<file path="config.mk">
export PLATFORM = sky130hd
export DESIGN_NAME = iterative_alu
export DESIGN_NICKNAME = d
export VERILOG_FILES = /design/src/rtl/iterative_alu.sv
export SDC_FILE = /design/constraint.sdc
export NUM_CORES = 1
export LEC_CHECK = 0
export CAP_MARGIN = 20
export CORE_MARGIN = 2
export CORE_UTILIZATION = 60
export CTS_CLUSTER_SIZE = 28
export DETAILED_ROUTE_END_ITERATION = 12
export PLACE_DENSITY = 0.78
export SLEW_MARGIN = 20
export SYNTH_ARGS = -nofsm -noshare
export SYNTH_HDL_FRONTEND = slang
export SYNTH_SLANG_ARGS = --single-unit
</file>
<file path="constraint.sdc">
create_clock -name clk -period 6.92 [get_ports clk]
set_input_delay 1.73 -clock clk [delete_from_list [all_inputs] [get_ports clk]]
set_output_delay 1.73 -clock clk [all_outputs]
set_load 0.03 [all_outputs]
</file>
<file path="src/rtl/iterative_alu.sv">
// Multi-cycle ALU: non-shift ops finish 2 cycles after start, shifts take shamt+2 cycles (one bit per cycle).
// No backpressure: start is honoured only in IDLE, and done pulses for a single cycle.
module iterative_alu #(
  parameter int XLEN = 32
) (
  input  logic            clk,
  input  logic            rst,
  input  logic            start,
  input  logic [3:0]      ALUSelection,
  input  logic [XLEN-1:0] A,
  input  logic [XLEN-1:0] B,
  output logic [XLEN-1:0] result,
  output logic            zero,
  output logic            busy,
  output logic            done,
  output logic            illegal
);

  typedef enum logic [1:0] {
    IDLE  = 2'd0,
    EXEC  = 2'd1,
    SHIFT = 2'd2,
    DONE  = 2'd3
  } state_t;

  localparam logic [3:0] OP_ADD  = 4'b0000;
  localparam logic [3:0] OP_ADDI = 4'b1001;
  localparam logic [3:0] OP_SUB  = 4'b1110;
  localparam logic [3:0] OP_AND  = 4'b0001;
  localparam logic [3:0] OP_OR   = 4'b0010;
  localparam logic [3:0] OP_XOR  = 4'b0011;
  localparam logic [3:0] OP_SLL  = 4'b0100;
  localparam logic [3:0] OP_SRL  = 4'b0101;
  localparam logic [3:0] OP_SRA  = 4'b1010;
  localparam logic [3:0] OP_SLT  = 4'b0110;
  localparam logic [3:0] OP_SLTU = 4'b0111;

  state_t          state, state_n;
  logic [XLEN-1:0] op_a;
  logic [XLEN-1:0] op_b;
  logic [3:0]      op_sel;
  logic [4:0]      count;
  logic [XLEN-1:0] work;

  logic [XLEN-1:0] exec_res;
  logic            exec_illegal;
  logic [XLEN-1:0] shift_step;
  logic            start_is_shift;

  assign start_is_shift = (ALUSelection == OP_SLL) || (ALUSelection == OP_SRL) ||
                          (ALUSelection == OP_SRA);

  always_ff @(posedge clk) begin
    if (rst) begin
      state <= IDLE;
    end else begin
      state <= state_n;
    end
  end

  always_comb begin
    state_n = state;
    case (state)
      IDLE:    if (start) state_n = start_is_shift ? SHIFT : EXEC;
      EXEC:    state_n = DONE;
      SHIFT:   if (count == 5'd0) state_n = DONE;
      DONE:    state_n = IDLE;
      default: state_n = IDLE;
    endcase
  end

  assign busy = (state != IDLE);
  assign done = (state == DONE);

  // Single-cycle datapath for everything except shifts; unknown codes give 0 and flag illegal.
  always_comb begin
    exec_res     = '0;
    exec_illegal = 1'b0;
    case (op_sel)
      OP_ADD, OP_ADDI: exec_res = op_a + op_b;
      OP_SUB:          exec_res = op_a - op_b;
      OP_AND:          exec_res = op_a & op_b;
      OP_OR:           exec_res = op_a | op_b;
      OP_XOR:          exec_res = op_a ^ op_b;
      OP_SLT:          exec_res = {{(XLEN-1){1'b0}}, ($signed(op_a) < $signed(op_b))};
      OP_SLTU:         exec_res = {{(XLEN-1){1'b0}}, (op_a < op_b)};
      default:         exec_illegal = 1'b1;
    endcase
  end

  always_comb begin
    shift_step = work;
    case (op_sel)
      OP_SLL:  shift_step = {work[XLEN-2:0], 1'b0};
      OP_SRL:  shift_step = {1'b0, work[XLEN-1:1]};
      OP_SRA:  shift_step = {work[XLEN-1], work[XLEN-1:1]};
      default: shift_step = work;
    endcase
  end

  // Operands latch only on acceptance; the shift works on its own copy so op_a stays intact.
  always_ff @(posedge clk) begin
    if (rst) begin
      op_a    <= '0;
      op_b    <= '0;
      op_sel  <= '0;
      count   <= '0;
      work    <= '0;
      result  <= '0;
      zero    <= 1'b0;
      illegal <= 1'b0;
    end else begin
      case (state)
        IDLE: begin
          if (start) begin
            op_a   <= A;
            op_b   <= B;
            op_sel <= ALUSelection;
            count  <= B[4:0];
            work   <= A;
          end
        end
        EXEC: begin
          result  <= exec_res;
          zero    <= (exec_res == '0);
          illegal <= exec_illegal;
        end
        SHIFT: begin
          if (count != 5'd0) begin
            work  <= shift_step;
            count <= count - 5'd1;
          end else begin
            result  <= work;
            zero    <= (work == '0);
            illegal <= 1'b0;
          end
        end
        default: ;
      endcase
    end
  end

endmodule
</file>
==> impl_metrics.toml, run 1 <==
[timing]
fmax_ghz = 0.238
timing.final.crit_share_pct = 60.7
tightest_slew_ns = 0.932
finalHoldViolCount = 0
setup-violations-final = 0
period_minus_slack_ns = 4.20
finalMaxSlewViolations = 0
fin_tns_setup_ns = 0
holdWs_ns = 0.458
maxSlewHeadroom_pct = 37.8
finClkSkew_ns = 0.0167
rsz0062_at_grt = "no"

[yosys]
yosysSeqAreaShare_pct = 22.2
synth.avg_cell_area_um2 = 7.09
yosysWarnings = 0
synth_ff_type = "dfxtp_1"
synth_seq_cells = 141
syn_inst = 1796
postSynth.asyncResetShare_pct = 0
synth_fp_nets = 1988
synth.cell_area_um2 = 12700
synth_edf_count = 0
synth_cell_types = 102

[clock_network]
cts_setup_buffers = 0
numCtsBuffers = 17
cts_tree = "done"
clk_pin_slew_worst_paths_ns = 0.07
cts.path.max_buffers = 2
cts-hold-fix-buffers = 0
post_cts_resize_count = 0
cts_max_level = 4
cts_root_buffer = "clkbuf_16"
clock_latency_ns = 0.44
cts_sinks = 141

[floorplan]
core-area_um2 = 20900
die-area_um2 = 22400
rows = 53
die_x_um = 150
io_pins = 107
start_util_pct = 60.9
die_h_um = 150

[worst_setup_path]
cp-start-kind = "register"
cp_max_fo = 20
crit_type = "reg2reg"
crit_start = "op_sel[2]$_SDFFE_PP0P_"
r2r_start = "op_sel[2]$_SDFFE_PP0P_"
cp.arrival_ns = 4.57
required_ns = 7.28
end_kind = "register"

[drt]
vias = 13800
viasPerCell = 6.55
antenna_left = 0
wl_um = 44400
dr.pass1.iters = 6
drc_errors = 0
routedWlPerCell_um = 21.2
dr.first_iter.drc_count = 1470

[global_route]
grt-ovfl-total = 0
grt_util_all_layers_pct = 39.1
antenna_found_initial = 0
grt_pass1_vias = 12400
grt_max_degree = 92
grt_pass1_wl_um = 68600

[power]
p_leak_nw = 5.66
p_int_mw = 2.87
power_switching_mw = 3.12
p_clk_share_pct = 16.3
p_seq_share_pct = 22.6
peakVddDrop_v = 0.000699
totalPowerFinal_mw = 5.98
powerDensity_nw_per_um2 = 418
netSwitchingFraction_pct = 52.1
combPwrFrac_pct = 61.2

[final_layout]
drive_gt1_share_pct = 6.14
finalNetCount = 2003
fillers = 1898
n_antenna_cell = 0
multi_input_area_um2 = 8970
regArea_um2 = 2820
utilization_pct = 68.5
areaGrowthSynthToFinish_pct = 12.4

[placed_design]
gp_congestion = 1.02
hpwl_um = 31800
io_buffer_count = 106

[min_path]
holdCritPathClass = "reg2reg"
min_from = "result[0]$_SDFFE_PP0P_"

[status]
status = "complete, no violations"

[flow_run]
cap_violations = 0
-- kinds of logic after synthesis --
kind of cell,Yosys count,synth area share (%)
buf+inv,227,7.85
simple gates,637,22.3
fa+ha+maj,121,12.0
mux,59,4.70
compound gates,606,30.6
xor+xnor,5,0.344
flops,141,22.2
-- registers in the layout, summed over array words and instances, names as in the netlist --
| signal | flops |
|---|---|
| op_a | 32 |
| count | 5 |
| op_b | 32 |
| op_sel | 4 |
| result | 32 |
| illegal | 1 |
| state | 2 |
| work | 32 |
| zero | 1 |
-- synth_stat cells (7+ instances only) --
cell,count,share of area [%]
nor2_1,185,5.5
nand2b_1,18,0.88
buf_1,10,0.29
nand4_1,14,0.69
nor3_1,36,1.4
and3_1,8,0.39
inv_1,96,2.8
and2_1,8,0.39
o21bai_1,10,0.59
a21o_1,10,0.59
ha_1,119,12
o31ai_1,16,0.94
a221oi_1,7,0.48
a31oi_1,13,0.64
buf_2,23,0.90
o22ai_1,8,0.39
nand2_1,280,8.3
a21oi_1,233,9.2
o211ai_1,23,1.4
o221ai_1,11,0.76
o21ai_0,115,4.5
nor4_1,15,0.74
dfxtp_1,141,22
o21a_1,11,0.65
a22oi_1,8,0.47
clkbuf_1,81,2.4
a211oi_1,54,3.2
or2_2,9,0.44
nand3_1,20,0.79
mux2i_1,56,4.4
nor2b_1,10,0.49
-- per-layer routing --
layer,wire (um),global-route usage [%]
met5,0,0
met4,1610,15.0
met3,4930,8.29
met2,18800,58.4
met1,19100,55.1
-- final timing paths --
path | endpoint | slack (ns) | cells after the start
worst max register to register | zero$_SDFFE_PP0P_ | 2.72 | 12
worst max-delay path | zero$_SDFFE_PP0P_ | 2.72 | 12
worst min-delay path | result[0]$_SDFFE_PP0P_ | 0.46 | 2
worst min register to register | result[0]$_SDFFE_PP0P_ | 0.46 | 2
-- worst max-delay path, stage by stage (launching register included) --
cell and delay (ns):
dfxtp_1 0.76, or2_2 0.62, nor3_4 0.05, buf_4 0.27, o2bb2ai_1 0.17, a211oi_1 0.30, mux2i_1 0.11, a21oi_1 0.53
nand4b_1 0.15, nor4_1 0.30, nand4b_1 0.18, or4b_1 0.54, o21ai_1 0.15
-- power by group through the flow --
| stage | clock (mW) | combinational, mW | sequential [mW] |
|---|---|---|---|
| floorplan | 0 | 2.48 | 1.38 |
| global placement | 0 | 3.49 | 1.34 |
| detailed placement | 0 | 3.52 | 1.35 |
| CTS | 0.974 | 3.55 | 1.34 |
| global route | 1.01 | 3.93 | 1.38 |
| finish | 0.972 | 3.66 | 1.35 |
-- layout make-up --
class / instances / share of cell area (%)
clock buffer: 19 / 3.10
clock inverter: 12 / 1.04
multi-input combinational: 1428 / 62.7
sequential: 141 / 19.7
inverter: 101 / 2.78
timing repair buffer: 122 / 8.24
tap: 275 / 2.41
-- placed cells by master (no fill, tap or decap), types with 9 or more instances in the layout --
master | Yosys | routed
a211oi_1 | 54 | 54
a21o_1 | 10 | 10
a21oi_1 | 233 | 233
a31oi_1 | 13 | 12
buf_4 | 4 | 17
clkbuf_16 | 0 | 17
clkdlybuf4s50_1 | 0 | 105
dfxtp_1 | 141 | 140
ha_1 | 119 | 118
inv_1 | 96 | 96
mux2i_1 | 56 | 56
nand2_1 | 280 | 279
nand2b_1 | 18 | 18
nand3_1 | 20 | 20
nand4_1 | 14 | 14
nor2_1 | 185 | 184
nor2b_1 | 10 | 10
nor3_1 | 36 | 35
nor4_1 | 15 | 15
o211ai_1 | 23 | 23
o21a_1 | 11 | 11
o21ai_0 | 115 | 115
o21bai_1 | 10 | 10
o221ai_1 | 11 | 11
o31ai_1 | 16 | 16
or2_2 | 9 | 9
-- metrics by stage --
| step | std cells | setup slack (ns) | instance area [um2] |
|---|---|---|---|
| after floorplan | 1796 | 3.57 | 12700 |
| after global placement | 2067 | 2.90 | 13700 |
| after detailed placement | 2067 | 2.85 | 13700 |
| after CTS | 2098 | 2.83 | 14300 |
| after global routing | 2098 | 2.44 | 14300 |
| final | 2098 | 2.72 | 14300 |
Note: power is estimated with default switching activity, not from simulation.
==> inputs of run 2 (changes only) <==
- CORE_UTILIZATION: 60 -> 54
- PLACE_DENSITY: 0.78 -> 0.74
- clock period: 6.92 -> 3.7 ns (I/O delays scaled with it)
==> run 2 against run 1 <==
Against the previous run:
- clock power up 87%
- sequential power up 84%
- cell area up 13%
- critical path depth up 1
- non-clock buffer count up 193
- wire length up 14%
- global-route usage up 0.76 points
- worst setup slack worse by 2.6 ns
- highest routed layer unchanged
==> impl_metrics.toml, run 2 (synthesized netlist as in run 1, its figures left out) <==
[power]
p_clk_share_pct = 14.4
netSwitchingFraction_pct = 50.9
powerDensity_nw_per_um2 = 782
peakVddDrop_v = 0.000784
power_switching_mw = 6.44
p_leak_nw = 6.64
combPwrFrac_pct = 65.9
p_int_mw = 6.20
p_seq_share_pct = 19.7

[worst_setup_path]
cp_max_fo = 5
rrSetupSlack_ns = 0.08
max_stage_delay_ns = 0.52
cp-start-kind = "register"
cpMostUsedCell = "a21oi_4"
crit_type = "reg2reg"
crit_path_cell_trace = "inv_1 -> ha_4 -> o21ba_1 -> or4_4 -> a21oi_4 -> o21bai_4 -> a21oi_4 -> o311ai_4 -> mux2_4 -> a221oi_4 -> nand2_1 -> or4b_1 -> o21ai_1"
cp.arrival_ns = 3.98
r2r_end = "zero$_SDFFE_PP0P_"
end_kind = "register"
r2r_start = "op_a[1]$_SDFFE_PP0P_"
crit_buf_inv = 1
cp_top_family = "compound AO/OA/AOI/OAI gates"
slowest_stage = "or4b_1"
r2r_cells = 13
required_ns = 4.07

[min_path]
min_from = "result[26]$_SDFFE_PP0P_"
holdPathEnd = "result[26]$_SDFFE_PP0P_"
min_path_cells = 2
holdCritPathClass = "reg2reg"

[placed_design]
gp_congestion = 1.03
hpwl_um = 37800
post-place-ws_ns = -0.128
io_buffer_count = 106
placed_cells = 2295

[flow_run]
cap_violations = 0

[timing]
fin_tns_setup_ns = 0
maxSlewHeadroom_pct = 39.1
tightest_slew_ns = 0.914
finClkSkew_ns = 0.0171
finalMaxSlewViolations = 0
finalHoldViolCount = 0
timing.final.crit_share_pct = 97.7
setup-violations-final = 0
fmax_ghz = 0.277
setup_slack_ns = 0.0841
period_minus_slack_ns = 3.62
rsz0062_at_grt = "yes"

[floorplan]
die_x_um = 158
core-area_um2 = 23300
rows = 56
die_h_um = 158
io_pins = 107
die-area_um2 = 24800
start_util_pct = 54.5

[final_layout]
areaGrowthSynthToFinish_pct = 27.0
utilization_pct = 69.3
n_antenna_cell = 0
drive_gt1_share_pct = 18.0
final_common_cell = "nand2_1"
finalNetCount = 2196
fillers = 2063
final_cell_mix = "279 x nand2_1, 229 x a21oi_1, 206 x buf_4"
layout.cells.non_filler = 2336

[drt]
vias = 14600
viasPerCell = 6.25
drc_errors = 0
dr.pass1.iters = 6
dr.first_iter.drc_count = 1629
wl_um = 50400
antenna_left = 0
routedWlPerCell_um = 21.6

[clock_network]
numCtsBuffers = 17
cts-hold-fix-buffers = 0
cts.path.max_buffers = 2
cts_max_level = 4
clk_pin_slew_worst_paths_ns = 0.08
clock_latency_ns = 0.44
cts_sinks = 141
cts_tree = "done"
cts_root_buffer = "clkbuf_16"

[status]
status = "complete, no violations"

[global_route]
grt_util_all_layers_pct = 39.9
grt_pass1_vias = 13300
antenna_found_initial = 1
grt-ovfl-total = 0
grt_pass1_wl_um = 76000
grt_max_degree = 90
run 2: cell count changes in the layout (fill, tap and decap cells not counted), moves of 5 or more:
| cell | before | now |
|---|---|---|
| buf_4 | 17 | 206 |
| dfxtp_2 | 1 | 6 |
| ha_2 | 0 | 12 |
| dfxtp_1 | 140 | 135 |
| ha_1 | 118 | 102 |
| o21ai_0 | 115 | 110 |
run 2: worst max path at each step:
stage,startpoint,cells after the start,slack (ns),end
6_report,op_a[1]$_SDFFE_PP0P_,13,0.08,zero$_SDFFE_PP0P_
5_1_grt,op_b[0]$_SDFFE_PP0P_,15,-0.09,zero$_SDFFE_PP0P_
4_1_cts,op_a[1]$_SDFFE_PP0P_,13,0.01,zero$_SDFFE_PP0P_
3_5_place_dp,op_a[0]$_SDFFE_PP0P_,15,-0.13,zero$_SDFFE_PP0P_
3_3_place_gp,op_b[4]$_SDFFE_PP0P_,14,-0.08,zero$_SDFFE_PP0P_
2_1_floorplan,op_a[0]$_SDFFE_PP0P_,14,0.35,zero$_SDFFE_PP0P_
run 2: layer usage:
metal	up-vias	part of all wire, %	GRT usage [%]
li1	6783	-	-
met1	6802	43	54.8
met2	860	43	61.7
met3	149	11	9.53
met4	0	3.5	12.3
met5	-	0	0
run 2: layout make-up:
| type | count | area (um2) | share of cell area [%] |
|---|---|---|---|
| clock inverter | 14 | 150 | 0.929 |
| multi-input combinational | 1428 | 9300 | 57.5 |
| sequential | 141 | 2830 | 17.5 |
| tap | 319 | 399 | 2.47 |
| timing repair buffer | 315 | 2660 | 16.5 |
| inverter | 101 | 398 | 2.46 |
| clock buffer | 18 | 429 | 2.65 |
run 2: worst register-to-register path: stages, from the launching register on:
cell	delay [ns]
dfxtp_2	0.37
inv_1	0.11
ha_4	0.27
o21ba_1	0.20
or4_4	0.48
a21oi_4	0.30
o21bai_4	0.12
a21oi_4	0.19
o311ai_4	0.13
mux2_4	0.33
a221oi_4	0.28
nand2_1	0.12
or4b_1	0.52
o21ai_1	0.12
run 2: stage by stage:
| step | total power [mW] | area [um2] | hold slack, ns |
|---|---|---|---|
| 6_report | 12.6 | 16200 | 0.454 |
| 5_1_grt | 13.3 | 16200 | 0.468 |
| 4_1_cts | 12.1 | 15800 | 0.454 |
| 3_5_place_dp | 10.1 | 15200 | 0.444 |
| 3_3_place_gp | 10.1 | 15200 | 0.439 |
| 2_1_floorplan | 7.23 | 12700 | 0.453 |
run 2: power by group through the flow:
stage / Sequential (mW) / Combinational (mW) / Clock [mW]
4_1_cts: 2.46 / 7.81 / 1.81
3_3_place_gp: 2.47 / 7.61 / 0
2_1_floorplan: 2.59 / 4.64 / 0
6_report: 2.48 / 8.33 / 1.82
3_5_place_dp: 2.48 / 7.67 / 0
5_1_grt: 2.53 / 8.90 / 1.87
run 2: timing repair:
item / in CTS / in global routing
setup endpoints to repair: 1 / 8
gates cloned: 0 / 0
pin swaps: 8 / 21
setup buffers: 4 / 5
resized for setup: 14 / 64
